==> src/rtl/wb_stage_pkg.sv <==
// Shared pipeline types for the RV32I core, plus the load-alignment rule used by writeback.
package rv32i_types;

    typedef enum logic [1:0] {
        RF_ALU,
        RF_BR,
        RF_LOAD,
        RF_PC_PLUS4
    } regfilemux_sel_t;

    typedef enum logic [2:0] {
        LD_LB,
        LD_LH,
        LD_LW,
        LD_LBU,
        LD_LHU
    } load_type_t;

    typedef struct packed {
        logic            load_regfile;
        regfilemux_sel_t regfilemux_sel;
        load_type_t      load_type;
    } ctrl_word_t;

    typedef struct packed {
        logic [31:0] pc;
        ctrl_word_t  ctrl;
        logic [31:0] alu;
        logic        br;
        logic [4:0]  rd;
        logic        valid;
    } stage_regs;

    // Offset bits that must be zero for an access of the given size.
    localparam logic [1:0] HALF_MISALIGN_MASK = 2'b01;
    localparam logic [1:0] WORD_MISALIGN_MASK = 2'b11;

    function automatic logic is_misaligned(input load_type_t t, input logic [1:0] off);
        case (t)
            LD_LH, LD_LHU: is_misaligned = |(off & HALF_MISALIGN_MASK);
            LD_LW:         is_misaligned = |(off & WORD_MISALIGN_MASK);
            default:       is_misaligned = 1'b0;
        endcase
    endfunction

endpackage

==> src/rtl/wb_stage_load_align.sv <==
// Combinational load data alignment and sign/zero extension for the writeback stage.
module load_align
    import rv32i_types::*;
(
    input  load_type_t  i_load_type,
    input  logic [1:0]  i_offset,
    input  logic [31:0] i_dcache_out,
    output logic [31:0] o_data,
    output logic        o_misaligned
);

    logic [31:0] w_byte_shift;
    logic [31:0] w_half_shift;
    logic [7:0]  w_byte;
    logic [15:0] w_half;

    always_comb begin
        w_byte_shift = i_dcache_out >> {i_offset, 3'b000};
        w_half_shift = i_dcache_out >> {i_offset[1], 4'b0000};
        w_byte       = w_byte_shift[7:0];
        w_half       = w_half_shift[15:0];
        o_misaligned = is_misaligned(i_load_type, i_offset);
        case (i_load_type)
            LD_LB:   o_data = {{24{w_byte[7]}}, w_byte};
            LD_LBU:  o_data = {24'h0, w_byte};
            LD_LH:   o_data = {{16{w_half[15]}}, w_half};
            LD_LHU:  o_data = {16'h0, w_half};
            default: o_data = i_dcache_out;
        endcase
    end

endmodule

==> src/rtl/wb_stage.sv <==
// Writeback stage: regfile write selection, exactly-once retirement under stall,
// decode-stage bypass register and cycle/instret performance counters.
module wb_stage
    import rv32i_types::*;
#(
    parameter int unsigned CNT_W = 64
) (
    input  logic             clk,
    input  logic             reset,
    input  stage_regs        regs_in,
    input  logic [31:0]      dcache_out,
    input  logic             stall_in,
    output logic             load_regfile,
    output logic [4:0]       rd,
    output logic [31:0]      rd_data,
    output logic             hazard_wb,
    output logic [31:0]      wb_fwd,
    output logic [4:0]       fwd_rd,
    output logic             load_misalign,
    output logic [CNT_W-1:0] cycle_count,
    output logic [CNT_W-1:0] instret_count
);

    logic             r_retired;
    logic             r_hazard_wb;
    logic [31:0]      r_wb_fwd;
    logic [4:0]       r_fwd_rd;
    logic [CNT_W-1:0] r_cycle_count;
    logic [CNT_W-1:0] r_instret_count;

    logic [31:0] w_load_data;
    logic        w_align_misaligned;
    logic        w_misaligned;
    logic        w_retiring;

    load_align u_load_align (
        .i_load_type  (regs_in.ctrl.load_type),
        .i_offset     (regs_in.alu[1:0]),
        .i_dcache_out (dcache_out),
        .o_data       (w_load_data),
        .o_misaligned (w_align_misaligned)
    );

    always_comb begin
        w_misaligned  = (regs_in.ctrl.regfilemux_sel == RF_LOAD) & w_align_misaligned;
        w_retiring    = regs_in.valid & ~r_retired;
        rd            = regs_in.rd;
        load_regfile  = w_retiring & regs_in.ctrl.load_regfile & (regs_in.rd != 5'd0) & ~w_misaligned;
        load_misalign = w_retiring & w_misaligned;
        case (regs_in.ctrl.regfilemux_sel)
            RF_ALU:      rd_data = regs_in.alu;
            RF_BR:       rd_data = {31'h0, regs_in.br};
            RF_LOAD:     rd_data = w_load_data;
            RF_PC_PLUS4: rd_data = regs_in.pc + 32'd4;
            default:     rd_data = regs_in.alu;
        endcase
    end

    always_ff @(posedge clk or negedge reset) begin
        if (!reset) begin
            r_retired       <= 1'b0;
            r_hazard_wb     <= 1'b0;
            r_wb_fwd        <= '0;
            r_fwd_rd        <= '0;
            r_cycle_count   <= '0;
            r_instret_count <= '0;
        end else begin
            r_cycle_count <= r_cycle_count + CNT_W'(1);
            if (w_retiring) begin
                r_instret_count <= r_instret_count + CNT_W'(1);
            end
            // A held instruction stays marked retired until the pipeline advances.
            r_retired <= stall_in & (r_retired | regs_in.valid);
            if (load_regfile) begin
                r_hazard_wb <= 1'b1;
                r_fwd_rd    <= regs_in.rd;
                r_wb_fwd    <= rd_data;
            end
        end
    end

    assign hazard_wb     = r_hazard_wb;
    assign wb_fwd        = r_wb_fwd;
    assign fwd_rd        = r_fwd_rd;
    assign cycle_count   = r_cycle_count;
    assign instret_count = r_instret_count;

endmodule

==> config.mk <==
export PLATFORM = sky130hd
export DESIGN_NAME = wb_stage
export DESIGN_NICKNAME = d
export VERILOG_FILES = /design/src/rtl/wb_stage_pkg.sv /design/src/rtl/wb_stage_load_align.sv /design/src/rtl/wb_stage.sv
export SDC_FILE = /design/constraint.sdc
export NUM_CORES = 1
export LEC_CHECK = 0
export CAP_MARGIN = 15
export CELL_PAD_IN_SITES_DETAIL_PLACEMENT = 2
export CELL_PAD_IN_SITES_GLOBAL_PLACEMENT = 2
export CORE_MARGIN = 2
export CORE_UTILIZATION = 31
export CTS_BUF_LIST = sky130_fd_sc_hd__clkbuf_2
export CTS_CLUSTER_DIAMETER = 200
export CTS_CLUSTER_SIZE = 30
export DETAILED_ROUTE_END_ITERATION = 8
export PLACE_DENSITY = 0.87
export REMOVE_ABC_BUFFERS = 1
export SYNTH_ARGS = -nofsm -noshare
export SYNTH_HDL_FRONTEND = slang
export SYNTH_HIERARCHICAL = 1
export SYNTH_SLANG_ARGS = --single-unit
==> constraint.sdc <==
create_clock -name clk -period 13.8 [get_ports clk]
set_clock_uncertainty 0.2 [all_clocks]
set_input_delay 4.14 -clock clk [delete_from_list [all_inputs] [get_ports clk]]
set_output_delay 4.14 -clock clk [all_outputs]
set_load 0.02 [all_outputs]
==> results.toml <==
[cells_and_area]
drive_above_1_share = 0.0676
fin_util = 0.442
finalNetCount = 1434
syn_to_final_growth_pct = 39.4
stdcell_count = 1737

[cts]
clk_pin_slew_ns = 0.25
cts.sink_count = 167
cts_buffers = 17
cts_hold_buf = 0
cts_resized = 0
cts_root_buf = "clkbuf_2"
cts_tree = "built"
cts_buffer_depth = 2
cts_setup_buffers = 0
htree_levels = 4
clk_latency_ns = 0.83

[die]
fp.dieW_um = 181
io_pins = 317
die_y_um = 181
core_mm2 = 0.0307
dieArea_mm2 = 0.0329
start_util = 0.317
row_count = 64

[worst_setup_path]
path_max_fanout = 11
critPathKind = "in2out"
r2r_slack_ns = 10.98
worst_setup_path_end_kind = "primary output"
cp.arrival_ns = 7.40
critical_path_required_ns = 9.46
worstSetupStartpointType = "primary input"

[timing]
fmax_mhz = 85.2
hold_viol = 0
final_max_slew_viol_count = 0
rsz0062_at_grt = "no"
worstMarginPinSlew_ns = 1.13
setup_tns_ns = 0
fin_crit_sh = 0.851
finalCriticalPeriod_ns = 11.74
setup_viol_count_final = 0
maxSlewHeadroom = 0.241

[synthesis]
syn_area_per_cell_um2 = 9.59
ys_warn_count = 6
synth.top_cell.area_share = 0.429
synth_cells = 1016
syn_area_mm2 = 0.00974
synth_top_area_cell = "dfrtp_1"
ys_seq_area_frac = 0.429
ys_ff_latch = 167
async_reset_ff_frac = 1.00
ys_types = 60
ys_dominant_reg_cell = "dfrtp_1"
synth_area_leaders = "dfrtp_1, xnor2_1, xor2_1, mux2i_1, nand2_1"
synth-edff-count = 0

[flow_run]
drv_cap = 0

[pwr]
seq_power_share = 0.464
p_int_uw = 777
p_switching_uw = 414
peakVddDrop_mv = 0.0499
sw_frac_of_total = 0.348
clock_power_share = 0.258
combPwrFrac = 0.278
leakage_uw = 0.00578
power_density_mw_per_mm2 = 87.7

[route]
post_drt_via_cell_ratio = 5.44
drc = 0
wire_per_inst_um = 23.4
ant_nets = 0
vias = 9441
detail_route.first_pass.iterations = 4
drtIter0Drc = 512
drt-total-wl_um = 40600

[grt]
grt_pass1_wl_um = 63500
grt_pass1_vias = 10500
gr-usage-all-layers = 0.248
overflow = 0
antenna_found_initial = 9
grt_max_degree = 69

[place]
gp_congestion = 0.869
placed_cells = 1696
hpwlAfterDp_um = 31400
port_buffers = 316

[hold_path]
hold_class = "reg2reg"

[run_status]
status = "completed"
-- flip-flops by register name, indices dropped and copies added, names as in the netlist --
register       count
hazard_wb          1
instret_count     64
r_retired          1
cycle_count       64
wb_fwd            32
fwd_rd             5
-- synthesized netlist by cell type (3+ instances only) --
library cell,count
or4_1,3
or3_1,7
nor4_4,4
inv_1,28
o211ai_1,5
buf_4,5
o21ai_0,12
o22ai_1,31
nor3_1,23
and3_1,22
ha_1,3
nor4_1,18
nand4_1,54
mux2_2,22
and4_1,15
nor2_1,67
a21o_1,18
a31oi_1,15
buf_1,7
nand2b_1,8
xor2_1,61
buf_2,13
xnor2_1,85
nor4_2,5
a21oi_1,18
mux2i_1,40
clkbuf_1,21
a211oi_1,9
nand3_1,55
and2_1,13
nand3b_1,3
nor2b_1,7
dfrtp_1,167
a22o_1,9
nand2_1,103
or2_2,6
-- cells by family after synthesis --
family | count (synthesis) | share of synthesized area
xor gates and xnor gates | 146 | 0.131
and+or+nand+nor | 421 | 0.233
DFF | 167 | 0.429
buffers and inverters | 77 | 0.0348
adders and majority gates | 4 | 0.00488
muxes | 64 | 0.0711
AOI/OAI and AO/OA | 137 | 0.0959
-- layout make-up --
type / count / area (um2)
fillers: 3343 / 17200
multi-input cells: 772 / 5230
flip-flops and latches: 167 / 4180
repair buffers: 332 / 3280
well taps: 396 / 495
clock inverters: 15 / 178
inverters: 29 / 109
clock buffers: 17 / 85.1
diodes: 9 / 22.5
-- power groups by stage --
stage               logic [uW]  clock network, uW  registers [uW]
global route               352                334             557
floorplan                  103                  0             591
global placement           321                  0             557
detailed placement         329                  0             561
CTS                        332                320             553
finish                     331                308             553
-- per-layer routing --
layer / wire length (um) / vias up / GRT usage / part of all wire
li1: - / 4259 / - / -
met2: 19900 / 292 / 0.417 / 0.49
met3: 2290 / 70 / 0.0581 / 0.056
met1: 16900 / 4820 / 0.303 / 0.42
met5: 0 / - / 0 / 0
met4: 1470 / 0 / 0.108 / 0.036
-- placed cells by master (no fill, tap or decap), drive strengths merged, types with 8 or more instances in the layout --
cell,synthesis,final
clkdlybuf4s50,0,314
xor2,61,61
mux2,22,22
nor4,27,27
and2,13,13
a21oi,18,18
and4,15,15
diode,0,9
or2,8,8
clkinv,0,8
nand4,55,55
nor3,23,23
buf,27,18
nor2,67,67
a31oi,15,15
dfrtp,167,167
o21ai,13,13
a211oi,9,9
nand2,103,103
o22ai,31,31
xnor2,85,85
a22o,9,9
nand3,55,55
mux2i,40,40
clkbuf,21,17
nand2b,8,8
inv,29,32
a21o,18,18
and3,22,22
-- final timing paths --
check / startpoint / to / cells after the start
setup / recovery: regs_in[47] / rd_data[26] / 8
min in group asynchronous: reset / fwd_rd[3] / 1
setup reg to reg: r_retired / wb_fwd[31] / 7
max in group asynchronous: reset / cycle_count[10] / 2
hold reg to reg: cycle_count[63] / cycle_count[63] / 1
hold / removal: cycle_count[63] / cycle_count[63] / 1
-- worst max-delay path: stages --
cell             delay [ns]
clkdlybuf4s50_1        0.54
ha_1                   0.25
nand4_1                0.28
nor4_2                 0.93
nand4_1                0.20
xor2_1                 0.20
o22ai_1                0.20
clkdlybuf4s50_1        0.65
-- metrics by stage --
stage / area [um2] / power, uW / hold slack, ns / setup slack [ns]
6_report: 13600 / 1190 / 0.298 / 2.06
5_1_grt: 13600 / 1240 / 0.338 / 1.79
4_1_cts: 13600 / 1210 / 0.305 / 2.11
3_5_place_dp: 13300 / 890 / 0.251 / 2.12
3_3_place_gp: 13300 / 879 / 0.257 / 2.20
2_1_floorplan: 9510 / 694 / 0.284 / 3.40
Note: power is estimated with default switching activity, not from simulation.
